[config.mk]
export PLATFORM = sky130hd
export DESIGN_NAME = coherence_ctrl_flat
export DESIGN_NICKNAME = d
export VERILOG_FILES = /design/src/rtl/cpu_types_pkg.sv /design/src/rtl/coherence_ctrl_if.sv /design/src/rtl/rr_arbiter.sv /design/src/rtl/coherence_ctrl.sv /design/src/flat_wrapper.sv
export SDC_FILE = /design/constraint.sdc
export NUM_CORES = 1
export LEC_CHECK = 0
export ABC_AREA = 1
export CORE_AREA = 2 2 196 198
export DETAILED_ROUTE_END_ITERATION = 6
export DIE_AREA = 0 0 198 200
export SETUP_SLACK_MARGIN = 0.1
export SYNTH_ARGS = -nofsm -noshare
export SYNTH_HDL_FRONTEND = slang
export SYNTH_HIERARCHICAL = 1
export SYNTH_SLANG_ARGS = --single-unit
[constraint.sdc]
create_clock -name CLK -period 2.2 [get_ports CLK]
set_input_delay 0.22 -clock CLK [delete_from_list [all_inputs] [get_ports CLK]]
set_output_delay 0.22 -clock CLK [all_outputs]
set_load 0.01 [all_outputs]
[src/rtl/cpu_types_pkg.sv]
// cpu_types_pkg
// Shared types for the two-core coherence controller: core count, word
// type, RAM port status encoding and the controller state encoding.
package cpu_types_pkg;

  localparam int CPUS = 2;

  typedef logic [31:0] word_t;

  typedef enum logic [1:0] {
    FREE   = 2'd0,
    BUSY   = 2'd1,
    ACCESS = 2'd2,
    ERROR  = 2'd3
  } ramstate_t;

  typedef enum logic [2:0] {
    IDLE    = 3'd0,
    ARB     = 3'd1,
    SNOOP   = 3'd2,
    C2C     = 3'd3,
    RAMRD   = 3'd4,
    RAMWR   = 3'd5,
    UPGRADE = 3'd6,
    IFETCH  = 3'd7
  } ccstate_t;

endpackage

[src/rtl/coherence_ctrl_if.sv]
// coherence_ctrl_if
// Bundle between the two cores' caches, the single RAM port and the
// coherence controller.
//   master : cache/RAM side (drives requests, snoop replies, RAM status/data)
//   slave  : controller side (drives waits, load data, snoops, RAM commands)
interface coherence_ctrl_if;
  import cpu_types_pkg::*;

  // icache
  logic [CPUS-1:0]       iREN;
  logic [CPUS-1:0][31:0] iaddr;
  logic [CPUS-1:0][31:0] iload;
  logic [CPUS-1:0]       iwait;
  // dcache
  logic [CPUS-1:0]       dREN;
  logic [CPUS-1:0]       dWEN;
  logic [CPUS-1:0][31:0] daddr;
  logic [CPUS-1:0][31:0] dstore;
  logic [CPUS-1:0][31:0] dload;
  logic [CPUS-1:0]       dwait;
  // coherence
  logic [CPUS-1:0]       cctrans;
  logic [CPUS-1:0]       ccwrite;
  logic [CPUS-1:0]       ccwait;
  logic [CPUS-1:0]       ccinv;
  logic [CPUS-1:0][31:0] ccsnoopaddr;
  // RAM
  logic                  ramREN;
  logic                  ramWEN;
  word_t                 ramaddr;
  word_t                 ramstore;
  word_t                 ramload;
  ramstate_t             ramstate;

  modport master (
    output iREN, iaddr, dREN, dWEN, daddr, dstore, cctrans, ccwrite,
           ramload, ramstate,
    input  iload, iwait, dload, dwait, ccwait, ccinv, ccsnoopaddr,
           ramREN, ramWEN, ramaddr, ramstore
  );

  modport slave (
    input  iREN, iaddr, dREN, dWEN, daddr, dstore, cctrans, ccwrite,
           ramload, ramstate,
    output iload, iwait, dload, dwait, ccwait, ccinv, ccsnoopaddr,
           ramREN, ramWEN, ramaddr, ramstore
  );

endinterface

[src/rtl/rr_arbiter.sv]
// rr_arbiter
// Two-requester round-robin arbiter. grant is combinational; the only state
// is the last-grant bit, which flips each time a granted transaction
// completes.
//   CLK, nRST : clock, async active-low reset
//   req       : request vector (one bit per requester)
//   done      : a granted transaction completed this cycle
//   grant     : index of the selected requester
module rr_arbiter (
  input  logic       CLK,
  input  logic       nRST,
  input  logic [1:0] req,
  input  logic       done,
  output logic       grant
);

  logic last;

  // On contention the requester that did not go last wins; a lone requester
  // always wins.
  always_comb begin
    if (req[0] && req[1]) grant = ~last;
    else                  grant = req[1];
  end

  always_ff @(posedge CLK or negedge nRST) begin
    if (!nRST)     last <= 1'b0;
    else if (done) last <= ~last;
  end

endmodule

[src/rtl/coherence_ctrl.sv]
// coherence_ctrl
// Snooping coherence controller for two cores sharing one RAM port.
// Dcache traffic beats icache traffic; cores alternate on contention.
//   CLK, nRST : clock, async active-low reset
//   bus       : cache/RAM bundle (slave side)
//
// state   | meaning
// IDLE    | no transaction; waits for any request
// ARB     | pick winner and transaction type
// SNOOP   | one cycle snoop of the other core for a dcache read
// C2C     | other core supplies dirty word; same word written back to RAM
// RAMRD   | dcache word read from RAM
// RAMWR   | dcache writeback/flush to RAM
// UPGRADE | one cycle invalidate of the other core, no data moved
// IFETCH  | icache word read from RAM
module coherence_ctrl
  import cpu_types_pkg::*;
(
  input  logic             CLK,
  input  logic             nRST,
  coherence_ctrl_if.slave  bus
);

  ccstate_t        state;
  logic            winner;
  logic            other;
  logic [CPUS-1:0] dreq;
  logic [CPUS-1:0] arb_req;
  logic            grant;
  logic            cpl;
  logic            ram_ok;
  logic            d_rd, d_wr, d_tr, i_rd;

  assign other   = ~winner;
  assign dreq    = bus.dREN | bus.dWEN | bus.cctrans;
  assign arb_req = (|dreq) ? dreq : bus.iREN;
  // ERROR is deliberately not ACCESS: the transaction simply retries.
  assign ram_ok  = (bus.ramstate == ACCESS);

  // Winner still holding its request; a drop aborts without completion.
  assign d_rd = bus.dREN[winner];
  assign d_wr = bus.dWEN[winner];
  assign d_tr = bus.cctrans[winner];
  assign i_rd = bus.iREN[winner];

  rr_arbiter u_arb (
    .CLK   (CLK),
    .nRST  (nRST),
    .req   (arb_req),
    .done  (cpl),
    .grant (grant)
  );

  always_ff @(posedge CLK or negedge nRST) begin
    if (!nRST) begin
      state  <= IDLE;
      winner <= 1'b0;
    end else begin
      unique case (state)
        IDLE:    if ((|dreq) || (|bus.iREN)) state <= ARB;
        ARB: begin
          winner <= grant;
          if (|dreq) begin
            if (bus.dWEN[grant])      state <= RAMWR;
            else if (bus.dREN[grant]) state <= SNOOP;
            else                      state <= UPGRADE;
          end else if (|bus.iREN) begin
            state <= IFETCH;
          end else begin
            state <= IDLE;
          end
        end
        SNOOP: begin
          if (!d_rd)                     state <= IDLE;
          else if (bus.ccwrite[other])   state <= C2C;
          else                           state <= RAMRD;
        end
        C2C, RAMRD: if (!d_rd || ram_ok) state <= IDLE;
        RAMWR:      if (!d_wr || ram_ok) state <= IDLE;
        UPGRADE:                         state <= IDLE;
        IFETCH:     if (!i_rd || ram_ok) state <= IDLE;
        default:                         state <= IDLE;
      endcase
    end
  end

  always_comb begin
    bus.iwait       = '1;
    bus.dwait       = '1;
    bus.iload       = '0;
    bus.dload       = '0;
    bus.ccwait      = '0;
    bus.ccinv       = '0;
    bus.ccsnoopaddr = '0;
    bus.ramREN      = 1'b0;
    bus.ramWEN      = 1'b0;
    bus.ramaddr     = '0;
    bus.ramstore    = '0;
    cpl             = 1'b0;
    unique case (state)
      SNOOP: begin
        bus.ccwait[other]      = 1'b1;
        bus.ccinv[other]       = bus.cctrans[winner];
        bus.ccsnoopaddr[other] = bus.daddr[winner];
      end
      C2C: begin
        bus.ccwait[other]      = 1'b1;
        bus.ccinv[other]       = bus.cctrans[winner];
        bus.ccsnoopaddr[other] = bus.daddr[winner];
        bus.dload[winner]      = bus.dstore[other];
        bus.ramWEN             = 1'b1;
        bus.ramaddr            = bus.daddr[winner];
        bus.ramstore           = bus.dstore[other];
        cpl                    = ram_ok && d_rd;
        if (cpl) bus.dwait[winner] = 1'b0;
      end
      RAMRD: begin
        bus.ramREN        = 1'b1;
        bus.ramaddr       = bus.daddr[winner];
        bus.dload[winner] = bus.ramload;
        cpl               = ram_ok && d_rd;
        if (cpl) bus.dwait[winner] = 1'b0;
      end
      RAMWR: begin
        bus.ramWEN   = 1'b1;
        bus.ramaddr  = bus.daddr[winner];
        bus.ramstore = bus.dstore[winner];
        cpl          = ram_ok && d_wr;
        if (cpl) bus.dwait[winner] = 1'b0;
      end
      UPGRADE: begin
        bus.ccwait[other]      = 1'b1;
        bus.ccinv[other]       = 1'b1;
        bus.ccsnoopaddr[other] = bus.daddr[winner];
        cpl                    = d_tr;
        if (cpl) bus.dwait[winner] = 1'b0;
      end
      IFETCH: begin
        bus.ramREN        = 1'b1;
        bus.ramaddr       = bus.iaddr[winner];
        bus.iload[winner] = bus.ramload;
        cpl               = ram_ok && i_rd;
        if (cpl) bus.iwait[winner] = 1'b0;
      end
      default: ;
    endcase
  end

endmodule

[src/flat_wrapper.sv]
// flat-port wrapper written by rule: the top's interface ports become plain ports
module coherence_ctrl_flat import cpu_types_pkg::*;
  (CLK, nRST, bus_iREN, bus_iaddr, bus_dREN, bus_dWEN, bus_daddr, bus_dstore, bus_cctrans, bus_ccwrite, bus_ramload, bus_ramstate, bus_iload, bus_iwait, bus_dload, bus_dwait, bus_ccwait, bus_ccinv, bus_ccsnoopaddr, bus_ramREN, bus_ramWEN, bus_ramaddr, bus_ramstore);
  coherence_ctrl_if bus_i ();
  input  logic CLK;
  input  logic nRST;
  input wire logic [$bits(bus_i.iREN)-1:0] bus_iREN;
  input wire logic [$bits(bus_i.iaddr)-1:0] bus_iaddr;
  input wire logic [$bits(bus_i.dREN)-1:0] bus_dREN;
  input wire logic [$bits(bus_i.dWEN)-1:0] bus_dWEN;
  input wire logic [$bits(bus_i.daddr)-1:0] bus_daddr;
  input wire logic [$bits(bus_i.dstore)-1:0] bus_dstore;
  input wire logic [$bits(bus_i.cctrans)-1:0] bus_cctrans;
  input wire logic [$bits(bus_i.ccwrite)-1:0] bus_ccwrite;
  input wire logic [$bits(bus_i.ramload)-1:0] bus_ramload;
  input wire logic [$bits(bus_i.ramstate)-1:0] bus_ramstate;
  output wire logic [$bits(bus_i.iload)-1:0] bus_iload;
  output wire logic [$bits(bus_i.iwait)-1:0] bus_iwait;
  output wire logic [$bits(bus_i.dload)-1:0] bus_dload;
  output wire logic [$bits(bus_i.dwait)-1:0] bus_dwait;
  output wire logic [$bits(bus_i.ccwait)-1:0] bus_ccwait;
  output wire logic [$bits(bus_i.ccinv)-1:0] bus_ccinv;
  output wire logic [$bits(bus_i.ccsnoopaddr)-1:0] bus_ccsnoopaddr;
  output wire logic [$bits(bus_i.ramREN)-1:0] bus_ramREN;
  output wire logic [$bits(bus_i.ramWEN)-1:0] bus_ramWEN;
  output wire logic [$bits(bus_i.ramaddr)-1:0] bus_ramaddr;
  output wire logic [$bits(bus_i.ramstore)-1:0] bus_ramstore;
  assign bus_i.iREN = bus_iREN;
  assign bus_i.iaddr = bus_iaddr;
  assign bus_i.dREN = bus_dREN;
  assign bus_i.dWEN = bus_dWEN;
  assign bus_i.daddr = bus_daddr;
  assign bus_i.dstore = bus_dstore;
  assign bus_i.cctrans = bus_cctrans;
  assign bus_i.ccwrite = bus_ccwrite;
  assign bus_i.ramload = bus_ramload;
  assign bus_i.ramstate = bus_ramstate;
  assign bus_iload = bus_i.iload;
  assign bus_iwait = bus_i.iwait;
  assign bus_dload = bus_i.dload;
  assign bus_dwait = bus_i.dwait;
  assign bus_ccwait = bus_i.ccwait;
  assign bus_ccinv = bus_i.ccinv;
  assign bus_ccsnoopaddr = bus_i.ccsnoopaddr;
  assign bus_ramREN = bus_i.ramREN;
  assign bus_ramWEN = bus_i.ramWEN;
  assign bus_ramaddr = bus_i.ramaddr;
  assign bus_ramstore = bus_i.ramstore;
  coherence_ctrl u_core (.CLK(CLK), .nRST(nRST), .bus(bus_i));
endmodule
Word-level counts from Yosys, hierarchy flattened
Cells that the tools add are included.

storage, ports and cells
  flip-flop bits (word level) = 5
  output and inout bits = 266
  word-level logic and storage cells = 111

operators by class
  order comparisons = 5
  equal/unequal tests = 12
  multiplexer cells = 59
  bitwise operators = 9
  reductions and logical operators = 23

operators with widths
  operator                                             number
  two-way mux 32 bit                                   10
  AND 64 bit                                           3
  two-way mux 64 bit                                   2
  one-hot mux 32 bit (2 select lines)                  2
  one-hot mux 64 bit (2 select lines)                  1
  demux 32 bit (select 1 bit)                          2
  two-way mux 3 bit                                    10
  one-hot mux 3 bit (7 select lines)                   1
  two-way mux 1 bit                                    19
  two-way mux 2 bit                                    7
  equality test 3 bit, second input constant           4
  OR reduction 2 bit                                   6
  != test 2 x 1 -> 1 bit, second input constant        4
  equality test 3 x 2 -> 1 bit, second input constant  2
  logical AND 1 bit                                    6
  < comparator 1 x 2 -> 1 bit, second input constant   3
  one-hot mux 2 bit (3 select lines)                   1
  OR reduction 3 bit                                   2
  logical OR 1 bit                                     4
  bitwise OR 2 bit                                     2
  one-hot mux 1 bit (4 select lines)                   1
  one-hot mux 2 bit (2 select lines)                   1
  AND reduction 4 bit                                  1
  equality test 3 x 1 -> 1 bit, second input constant  1
  8 further kinds                                      13

Depth between registers and ports, before layout
Gate-level depths: netlist (run 1).

  depth in word-level cells = 12
  mapped depth = 14
  gate-level depth less buffers = 14

By module
Netlist (run 1), hierarchy kept.

modules (own cells, without submodules)
  module          instances  cells each  area an instance (um^2)  sequential area each (um^2)
  coherence_ctrl  1          827         4430.5                   100.1
  rr_arbiter      1          8           52.6                     25.0

Worst setup path before layout (run 1)
OpenSTA, ideal clock, no wires.

  path kind = reg-to-output
  start point = register u_core.winner
  end point = output bus_iload[23]
  arrival = 1341 ps
  path slack = 639 ps
  stages on the path, launching flop included = 6
  path buffers = 4
  cell sequence = dfrtp_1 > buf_4 > buf_4 > buf_2 > buf_2 > nor3_1

on the way
  longest elaborated chain between the ends = 6
  elaborated cells between the ends (all ways) = 7

ends and longest elaborated chain
  what                                                                                                    RTL line               text
  from (decl)                                                                                             coherence_ctrl.sv:25   logic winner;
  from (signal assigned)                                                                                  coherence_ctrl.sv:62   winner <= grant;
  < comparator 1 x 2 -> 1 bit (not written as such) or greater-or-equal comparator 1 bit (tied branches)  coherence_ctrl.sv:141  bus.iload[winner] = bus.ramload;
  logical AND 1 bit (not written as such)                                                                 coherence_ctrl.sv:141
  two-way mux 32 bit (not written as such)                                                                coherence_ctrl.sv:141
  demux 32 bit (select 1 bit) (*)                                                                         --
  AND 64 bit (no source line) (*)                                                                         --
  two-way mux 64 bit (*)                                                                                  coherence_ctrl.sv:100  unique case (state)
  to (decl)                                                                                               flat_wrapper.sv:17     output wire logic [$bits(bus_i.iload)-1:0] bus_iload;

Every way passes the cells marked *; elsewhere a longest branch is shown, timed or not.

Final worst setup path (run 1)
  start point = register u_core.state[1]
  end point = output bus_ccsnoopaddr[0]

on the way
  longest elaborated chain between the ends = 3
  elaborated cells between the ends (all ways) = 5

ends and longest elaborated chain
  what                                                                 RTL line               text
  from (decl)                                                          coherence_ctrl.sv:24   ccstate_t state;
  from (signal assigned)                                               coherence_ctrl.sv:56   state <= IDLE;
  from (signal assigned)                                               coherence_ctrl.sv:60   IDLE: if ((|dreq) || (|bus.iREN)) state <= ARB;
  from (signal assigned)                                               coherence_ctrl.sv:64   if (bus.dWEN[grant]) state <= RAMWR;
  equality test 3 x 2 -> 1 bit or equality test 3 bit (tied branches)  coherence_ctrl.sv:100
  OR reduction 3 bit (no source line) (*)                              --
  two-way mux 64 bit (*)                                               --
  to (decl)                                                            flat_wrapper.sv:23     output wire logic [$bits(bus_i.ccsnoopaddr)-1:0] bus_ccsnoopaddr;

Marks and branches as above.

==> out/results.ini, run 1 <==
[power_and_ir_drop]
power_uw = 8580
p_leak_uw = 0.00566
irDropWorstVdd_mv = 0.288
powerDensity_nw_per_um2 = 785

[global_route]
gr-total-overflow = 0
antenna_found_initial = 0
grt_pass1_vias = 7964
grt_max_degree = 48
grt_pass1_wl_mm = 48.0
grt_util_all_layers_pct = 15.8

[floorplanning]
initial_core_util_pct = 12.0
io_pins = 504
die_w_um = 198
die_h_um = 200
dieArea_um2 = 39600
core-area_um2 = 37400
num_rows = 71

[placed_design]
portBuffers = 503
dpl.hpwl_mm = 25.6
place.gp.congestion = 0.937
postPlaceCellArea_um2 = 10500

[layout]
syn_to_final_growth_pct = 144
layout_commonest_cell = clkdlybuf4s50_1
layout.nets = 1620
drive_gt1_share_pct = 24.5
layout_common_cells = clkdlybuf4s50_1 (259), nand2_1 (189), inv_1 (146)
nFillCells = 4097
n_antenna_cell = 0
stdcell_area_um2 = 10900

[timing]
fin_crit_sh_pct = 101
slew_viol_final = 0
fin_setup_tns_ns = -0.0217
fin_ws_ns = -0.0149
rsz0062_at_grt = true
worstMarginPinSlew_ns = 0.426
max_freq_ghz = 0.451
hold_viol = 0
finalSetupViolations = 3
hold_slack_ns = 0.232
max-slew-margin-rel_pct = 71.3
fin_crit_ns = 2.21
clock_skew_ns = 0.00159

[critical_path]
worst-path-max-fanout = 7
worst_ep_arrival_time_ns = 1.99
endpoint_kind = primary output
critPathLaunchType = flip-flop
r2r_cells = 9
worst-r2r-setup-slack_ns = 0.30
worstPathRequired_ns = 1.98
critPathKind = reg2out

[clocking]
clk_pin_slew_ns = 0.03
cts.sinks = 5
cts-root-buf = clkbuf_16
cts_buffer_depth = 2
cts_hold_buf = 0
cts_max_level = 1
clk-insertion-delay-late_ns = 0.24
cts_tree = done
cts_buffers = 3

[route]
num_vias = 8392
drt_wl_total_mm = 35.5
first_pass_iters = 6
drt_iter0_drc = 498
drcViolationCount = 0
ant_nets = 0
wire_per_inst_um = 18.8
via_per_inst = 4.44

[synth]
synth_flop_cell = dfrtp_1
ys_seq_area_share_pct = 2.79
ys_ff_latch = 5
synth_edf_count = 0
syn_area_um2 = 4480
synth_area_per_cell_um2 = 5.37
syn_inst = 835
synth_cell_types = 27
synthArstFlopShare_pct = 100
syn-num-nets = 1073
yosysWarnings = 6

[status]
violations = negative setup slack
status = finished, violations left

[worst_hold_path]
holdCritPathClass = in2async

[run]
maxCapViolCount = 0

[per-layer routing]
| metal | global-route usage [%] | vias up | wire length (µm) |
|---|---|---|---|
| li1 | - | 3930 | - |
| met1 | 18.6 | 3908 | 13700 |
| met2 | 29.4 | 497 | 18100 |
| met3 | 2.65 | 57 | 2770 |
| met4 | 4.15 | 0 | 928 |
| met5 | 0 | - | 0 |
[cell usage after synthesis, types with 5 or more instances]
cell type	instances	area, µm²
nand2_1	194	728
inv_1	148	556
nor2_1	89	334
o32ai_1	50	438
o21ai_0	41	205
buf_2	40	200
a21oi_1	34	170
a21o_1	32	240
nor3_1	32	160
o211ai_1	32	240
clkbuf_1	21	78.8
nor3_2	20	200
o221ai_1	19	166
o22ai_1	15	93.8
nand3_1	14	70.1
o221ai_2	13	195
buf_6	8	90.1
buf_4	7	52.6
inv_2	6	22.5
dfrtp_1	5	125
[kinds of logic (layout without fill, tap and decap cells)]
family / count (synthesis) / in the layout / share of synthesized area [%]
AO/OA/AOI/OAI: 239 / 239 / 39.5
buffers and inverters: 231 / 777 / 22.4
flip-flops: 5 / 5 / 2.79
AND/OR/NAND/NOR: 360 / 360 / 35.3
[worst max-delay path: stages, from the launching register on]
cell and delay (ns):
dfrtp_2 0.45, inv_4 0.09, nor2_4 0.04, buf_4 0.14, nor2_4 0.22, buf_4 0.18
buf_16 0.12, nor2_1 0.04, clkdlybuf4s50_1 0.48
[state kept, by name, indices dropped and copies added, names as in the netlist]
signal	flops
u_core/state	3
u_core/u_arb/last	1
u_core/winner	1
[timing repair]
| item | 4_1_cts | 5_1_grt |
|---|---|---|
| buffers inserted | 9 | 18 |
| setup endpoints to repair | 264 | 171 |
| gates cloned | 9 | 8 |
| hold endpoints to repair | 0 | 0 |
| pin swaps | 7 | 8 |
| gates resized for setup | 353 | 334 |
[report_power, final]
part | switching [µW] | internal, µW | leakage, µW
Combinational | 4350 | 3710 | 0.00556
Clock | 71.0 | 238 | 0.0000409
Sequential | 55.2 | 142 | 0.0000600
[layout make-up]
| class | instances | area (µm²) | share of cell area (%) |
|---|---|---|---|
| clock buffer | 3 | 75.1 | 0.687 |
| multi-input combinational | 599 | 3600 | 32.9 |
| tap | 511 | 639 | 5.85 |
| clock inverter | 1 | 5.00 | 0.0458 |
| sequential | 5 | 130 | 1.19 |
| timing repair buffer | 619 | 5870 | 53.7 |
| inverter | 154 | 608 | 5.56 |
[stage by stage]
step	cells	util [%]	setup WS [ns]
4_1_cts	1866	29.1	-0.0953
6_report	1892	29.2	-0.0149
3_3_place_gp	1844	28.0	0.00619
2_1_floorplan	835	-	0.639
3_5_place_dp	1844	28.0	0.000892
5_1_grt	1892	29.2	-0.0860
[final timing paths]
| kind | end | from |
|---|---|---|
| max in group asynchronous | u_core/winner | nRST |
| hold reg to reg | u_core/u_arb/last | u_core/u_arb/last |
| setup reg to reg | u_core/state[0] | u_core/winner |
| min in group CLK | u_core/u_arb/last | u_core/u_arb/last |
| setup / recovery | bus_ccsnoopaddr[0] | u_core/state[1] |
| hold / removal | u_core/state[0] | nRST |
Note: power is estimated with default switching activity, not from simulation.
==> run 2: changes to the inputs <==
--- a/config.mk
+++ b/config.mk
@@ -6,7 +6,9 @@
 export NUM_CORES = 1
 export LEC_CHECK = 0
 export ABC_AREA = 1
+export CAP_MARGIN = 20
 export CORE_AREA = 2 2 196 198
+export CTS_CLUSTER_SIZE = 40
 export DETAILED_ROUTE_END_ITERATION = 6
 export DIE_AREA = 0 0 198 200
 export SETUP_SLACK_MARGIN = 0.1
==> results of run 2 <==
No change in the layout: final DEF, timing and power equal those of run 1.
==> run 3: changes to the inputs <==
--- a/config.mk
+++ b/config.mk
@@ -12,6 +12,7 @@
 export DETAILED_ROUTE_END_ITERATION = 6
 export DIE_AREA = 0 0 198 200
 export SETUP_SLACK_MARGIN = 0.1
+export SLEW_MARGIN = 10
 export SYNTH_ARGS = -nofsm -noshare
 export SYNTH_HDL_FRONTEND = slang
 export SYNTH_HIERARCHICAL = 1
==> constraint.sdc (replaced) <==
create_clock -name CLK -period 2.6 [get_ports CLK]
set_input_delay 0.26 -clock CLK [delete_from_list [all_inputs] [get_ports CLK]]
set_output_delay 0.26 -clock CLK [all_outputs]
set_load 0.01 [all_outputs]
==> out/results.ini, run 3 (synthesis results as in run 1) <==
[timing]
fin_crit_ns = 2.49
hold_viol = 0  ; unchanged
worstMarginPinSlew_ns = 0.489  ; +0.0626 ns
fin_ws_ns = 0.112  ; +0.127 ns
fin_crit_sh_pct = 95.7
slew_viol_final = 0  ; unchanged
rsz0062_at_grt = true
max_freq_ghz = 0.402
hold_slack_ns = 0.275  ; +0.0427 ns
max-slew-margin-rel_pct = 67.1  ; -4.2 points
fin_setup_tns_ns = 0  ; +0.0217 ns
finalSetupViolations = 0  ; -3
clock_skew_ns = 0.000782  ; -0.000804 ns

[placed_design]
post-place-ws_ns = 0.0893  ; +0.0884 ns
place.gp.congestion = 0.964  ; +2.9%
portBuffers = 503  ; unchanged
dpl.hpwl_mm = 25.1  ; -2.1%

[critical_path]
endpoint_kind = primary output
critPathLaunchType = flip-flop
r2r_start = u_core/winner
worst_ep_arrival_time_ns = 2.23  ; +0.24 ns
worst-path-max-fanout = 38  ; +31
worstPathRequired_ns = 2.34  ; +0.36 ns
critPathKind = reg2out
startpoint = u_core/winner

[global_route]
grt_pass1_vias = 7452  ; -6.4%
grt_util_all_layers_pct = 14.4  ; -1.3 points
grt_max_degree = 77  ; +60%
antenna_found_initial = 0  ; unchanged
grt_pass1_wl_mm = 43.8  ; -8.7%
gr-total-overflow = 0  ; unchanged

[power_and_ir_drop]
powerDensity_nw_per_um2 = 597  ; -24%
p_leak_uw = 0.00537  ; -5.0%
irDropWorstVdd_mv = 0.356  ; +24%

[floorplanning]
io_pins = 504  ; unchanged
core-area_um2 = 37400  ; unchanged
die_w_um = 198  ; unchanged
num_rows = 71  ; unchanged
initial_core_util_pct = 12.0  ; unchanged
die_h_um = 200  ; unchanged
dieArea_um2 = 39600  ; unchanged

[clocking]
cts_buffer_depth = 2  ; unchanged
cts_buffers = 3  ; unchanged
clk-insertion-delay-late_ns = 0.23  ; about the same
cts-root-buf = clkbuf_16
cts.sinks = 5  ; unchanged
clk_pin_slew_ns = 0.03  ; about the same
cts_max_level = 1  ; unchanged
cts_tree = done
cts_hold_buf = 0  ; unchanged

[worst_hold_path]
holdCritPathClass = in2async

[layout]
top_regs = u_core/state (3), u_core/u_arb/last (1), u_core/winner (1)
largest-register = u_core/state
syn_to_final_growth_pct = 138
largest_reg_flops = 3  ; unchanged
layout.nets = 1550  ; -4.3%
layout_common_cells = clkdlybuf4s50_1 (434), nand2_1 (192), inv_1 (147)
drive_gt1_share_pct = 8.39  ; -16 points
layout_commonest_cell = clkdlybuf4s50_1

[status]
status = finished clean

[route]
drt_wl_total_mm = 33.5  ; -5.6%
via_per_inst = 4.40  ; -0.78%
num_vias = 8023  ; -4.4%
first_pass_iters = 5  ; -1
drcViolationCount = 0  ; unchanged
ant_nets = 0  ; unchanged
drt_iter0_drc = 494  ; -0.80%
wire_per_inst_um = 18.4  ; -2.0%

[run]
maxCapViolCount = 0  ; unchanged

run 3: cell types whose count changed in the layout (fill, tap and decap cells not counted), sizes merged:
| cell | previous run | this run |
|---|---|---|
| buf | 139 | 43 |
| bufbuf | 6 | 1 |
| bufinv | 0 | 1 |
| clkbuf | 106 | 8 |
| clkdlybuf4s15 | 15 | 0 |
| clkdlybuf4s50 | 259 | 434 |
| clkinv | 3 | 0 |
| diode | 0 | 1 |
| dlygate4sd2 | 92 | 11 |
| dlymetal6s2s | 5 | 55 |
| inv | 152 | 154 |
run 3: final cells by class:
class	instances	area (µm²)
tap	511	639
multi-input combinational	599	3420
timing repair buffer	548	5760
fill	4052	26700
antenna	1	2.50
sequential	5	131
inverter	154	617
timing repair inverter	1	8.76
clock buffer	4	78.8
run 3: path summary, 6_finish.rpt:
| path | to | slack (ns) | depth (start not counted) |
|---|---|---|---|
| max in group asynchronous | u_core/winner | 2.09 | 1 |
| min in group CLK | u_core/state[1] | 0.55 | 2 |
| setup / recovery | bus_dload[15] | 0.11 | 4 |
| hold / removal | u_core/state[2] | 0.27 | 1 |
| hold reg to reg | u_core/state[1] | 0.55 | 2 |
| setup reg to reg | u_core/state[0] | 0.69 | 9 |
run 3: critical path: stages (launching register included):
cell             delay [ns]
dfrtp_4                0.57
buf_4                  0.19
clkbuf_16              0.22
o32ai_2                0.36
clkdlybuf4s50_1        0.64
run 3: routing by layer:
| layer | GRT usage [%] | vias up | part of all wire [%] |
|---|---|---|---|
| met1 | 16.0 | 3723 | 38 |
| met3 | 3.21 | 42 | 9.3 |
| met2 | 27.4 | 465 | 51 |
| met5 | 0 | - | 0 |
| met4 | 4.29 | 0 | 2.3 |
| li1 | - | 3793 | - |
run 3: stage by stage:
step,utilization (%),power (µW),instance area (µm²),cells
3_5_place_dp,27.1,5610,10100,1808
3_3_place_gp,27.1,5620,10100,1808
6_report,28.5,6360,10700,1823
5_1_grt,28.5,6780,10700,1822
2_1_floorplan,-,2930,4480,835
4_1_cts,27.6,6040,10300,1815
run 3: timing repair:
item | 4_1_cts | 5_1_grt
endpoints found under the hold margin | 0 | 0
cloned | 2 | 4
gates resized for setup | 24 | 69
pin swaps | 1 | 1
endpoints found under the setup margin | 179 | 139
buffers inserted | 1 | 3
run 3: where the power goes:
part	internal (µW)	switching, µW
clock	203	51.7
combinational	2610	3290
sequential	122	88.8
==> patch: new RTL, settings of run 1 <==
Encoding of `ccstate_t`: now one-hot (8 bits for 8 states).
--- a/src/rtl/cpu_types_pkg.sv
+++ b/src/rtl/cpu_types_pkg.sv
@@ -14,15 +14,15 @@
     ERROR  = 2'd3
   } ramstate_t;
 
-  typedef enum logic [2:0] {
-    IDLE    = 3'd0,
-    ARB     = 3'd1,
-    SNOOP   = 3'd2,
-    C2C     = 3'd3,
-    RAMRD   = 3'd4,
-    RAMWR   = 3'd5,
-    UPGRADE = 3'd6,
-    IFETCH  = 3'd7
+  typedef enum logic [7:0] {
+    IDLE    = 8'b00000001,
+    ARB     = 8'b00000010,
+    SNOOP   = 8'b00000100,
+    C2C     = 8'b00001000,
+    RAMRD   = 8'b00010000,
+    RAMWR   = 8'b00100000,
+    UPGRADE = 8'b01000000,
+    IFETCH  = 8'b10000000
   } ccstate_t;
 
 endpackage
Behaviour: same outputs for any inputs over 4 cycles, from zero or initial values and one cycle with nRST low; so few cycles prove little.
==> patch against run 1 <==
- the run still ends with setup timing left
- final area is 3.9% higher
- routed wire length is 4.2% higher
- synthesized area is 6.0% higher
- cell count is 3.4% higher
- synthesized cell count is 3.8% higher
- largest cell class unchanged
- total power is 40% lower
- sequential cell count is 5 higher
- setup slack worse by 47 ps
==> patch: results <==
group,metric,value,unit
route,vias,8453,
timing,fin_ws,-62.1,ps
pwr,p_leak,5.99,nW
worst_setup_path,cp_slowest_cell,"dfrtp_1",
finish,layout-drive-gt1-share,35.6,%
placement,place_area,11000,sq um
worst_setup_path,max_stage_delay,420,ps
global_route,grt_first_pass_wirelength,50.8,mm
worst_setup_path,arrival,2040,ps
synthesis,synth_cell_types,36,
global_route,grt_pass1_vias,8388,
synthesis,ys_seq_area_share,5.29,%
status,status,"complete, but fails checks",
synthesis,synth_mux_area_share,6.74,%
worst_setup_path,path_max_fanout,8,
synthesis,ys_top_cells_by_count,"nand2_1 (209), inv_1 (146), nor2_1 (107), nor3_1 (50), o21ai_0 (46)",
finish,n_fill_cell,4149,
global_route,grt_util_met3,3.29,%
pwr,vdd_ir_drop_max,444,uV
timing,clock_skew,1.04,ps
route,drt_iter0_drc,411,
finish,fin_cells,1956,
synthesis,synth_compound_area_share,28.5,%
global_route,grt_max_degree,63,
placement,dp_hpwl,28.3,mm
route,drtPass1Iterations,5,
route,routedWlPerCell,18.9,um
timing,finalSetupViolCount,23,
global_route,met2_usage,32.4,%
placement,place_congestion,0.879,
status,violations,"setup timing",
synthesis,synthTopCellsByArea,"nand2_1 (17%), inv_1 (12%), nor2_1 (8.5%)",
==> patch: per-layer routing <==
layer  wire length [um]  share of wire (%)
met5                  0                  0
met4               1220                3.3
met3               2930                7.9
met2              19200                 52
met1              13700                 37
==> patch: final timing paths <==
check / endpoint / from / depth (start not counted) / slack (ps)
worst max-delay path: bus_ramaddr[27] / u_core/state[2] / 12 / -60
worst min-delay path: u_core/u_arb/last / nRST / 1 / 310
worst max register to register: u_core/state[3] / u_core/state[0] / 14 / 250
worst min register to register: u_core/u_arb/last / u_core/u_arb/last / 2 / 510
max in group asynchronous: u_core/winner / nRST / 1 / 1540
min in group CLK: u_core/u_arb/last / u_core/u_arb/last / 2 / 510
==> patch: cell type report <==
class	instances	area (sq um)	area share [%]
tap	511	639	5.63
timing repair buffer	639	5760	50.7
multi-input combinational	636	3980	35.0
inverter	155	632	5.56
sequential	10	260	2.29
antenna	1	2.50	0.0220
clock buffer	4	88.8	0.782
==> patch: stage by stage <==
| stage | setup WS, ps | hold WS (ps) |
|---|---|---|
| finish | -62.1 | 305 |
| global placement | -180 | 484 |
| CTS | -109 | 323 |
| detailed placement | -200 | 502 |
| floorplan | 554 | -75.6 |
| global route | -134 | 337 |
==> patch: where the power goes <==
group	switching (mW)	internal, mW	leakage [nW]	total (mW)
clock network	0.0835	0.273	0.0442	0.357
registers	0.0818	0.248	0.124	0.330
logic	2.50	1.94	5.82	4.44
total	2.66	2.46	5.99	5.13
==> patch: timing repair <==
action	in CTS	in global routing
setup endpoints to repair	264	256
cloned	9	2
buffers inserted	21	11
gates resized for setup	782	355
pin swaps	9	11
==> patch: worst reg2reg max path, delay by kind of cell (launching register included) <==
family                 cells  cell delay [ps]
buffers and inverters      6              680
AND/OR/NAND/NOR            8              590
flip-flops                 1              550
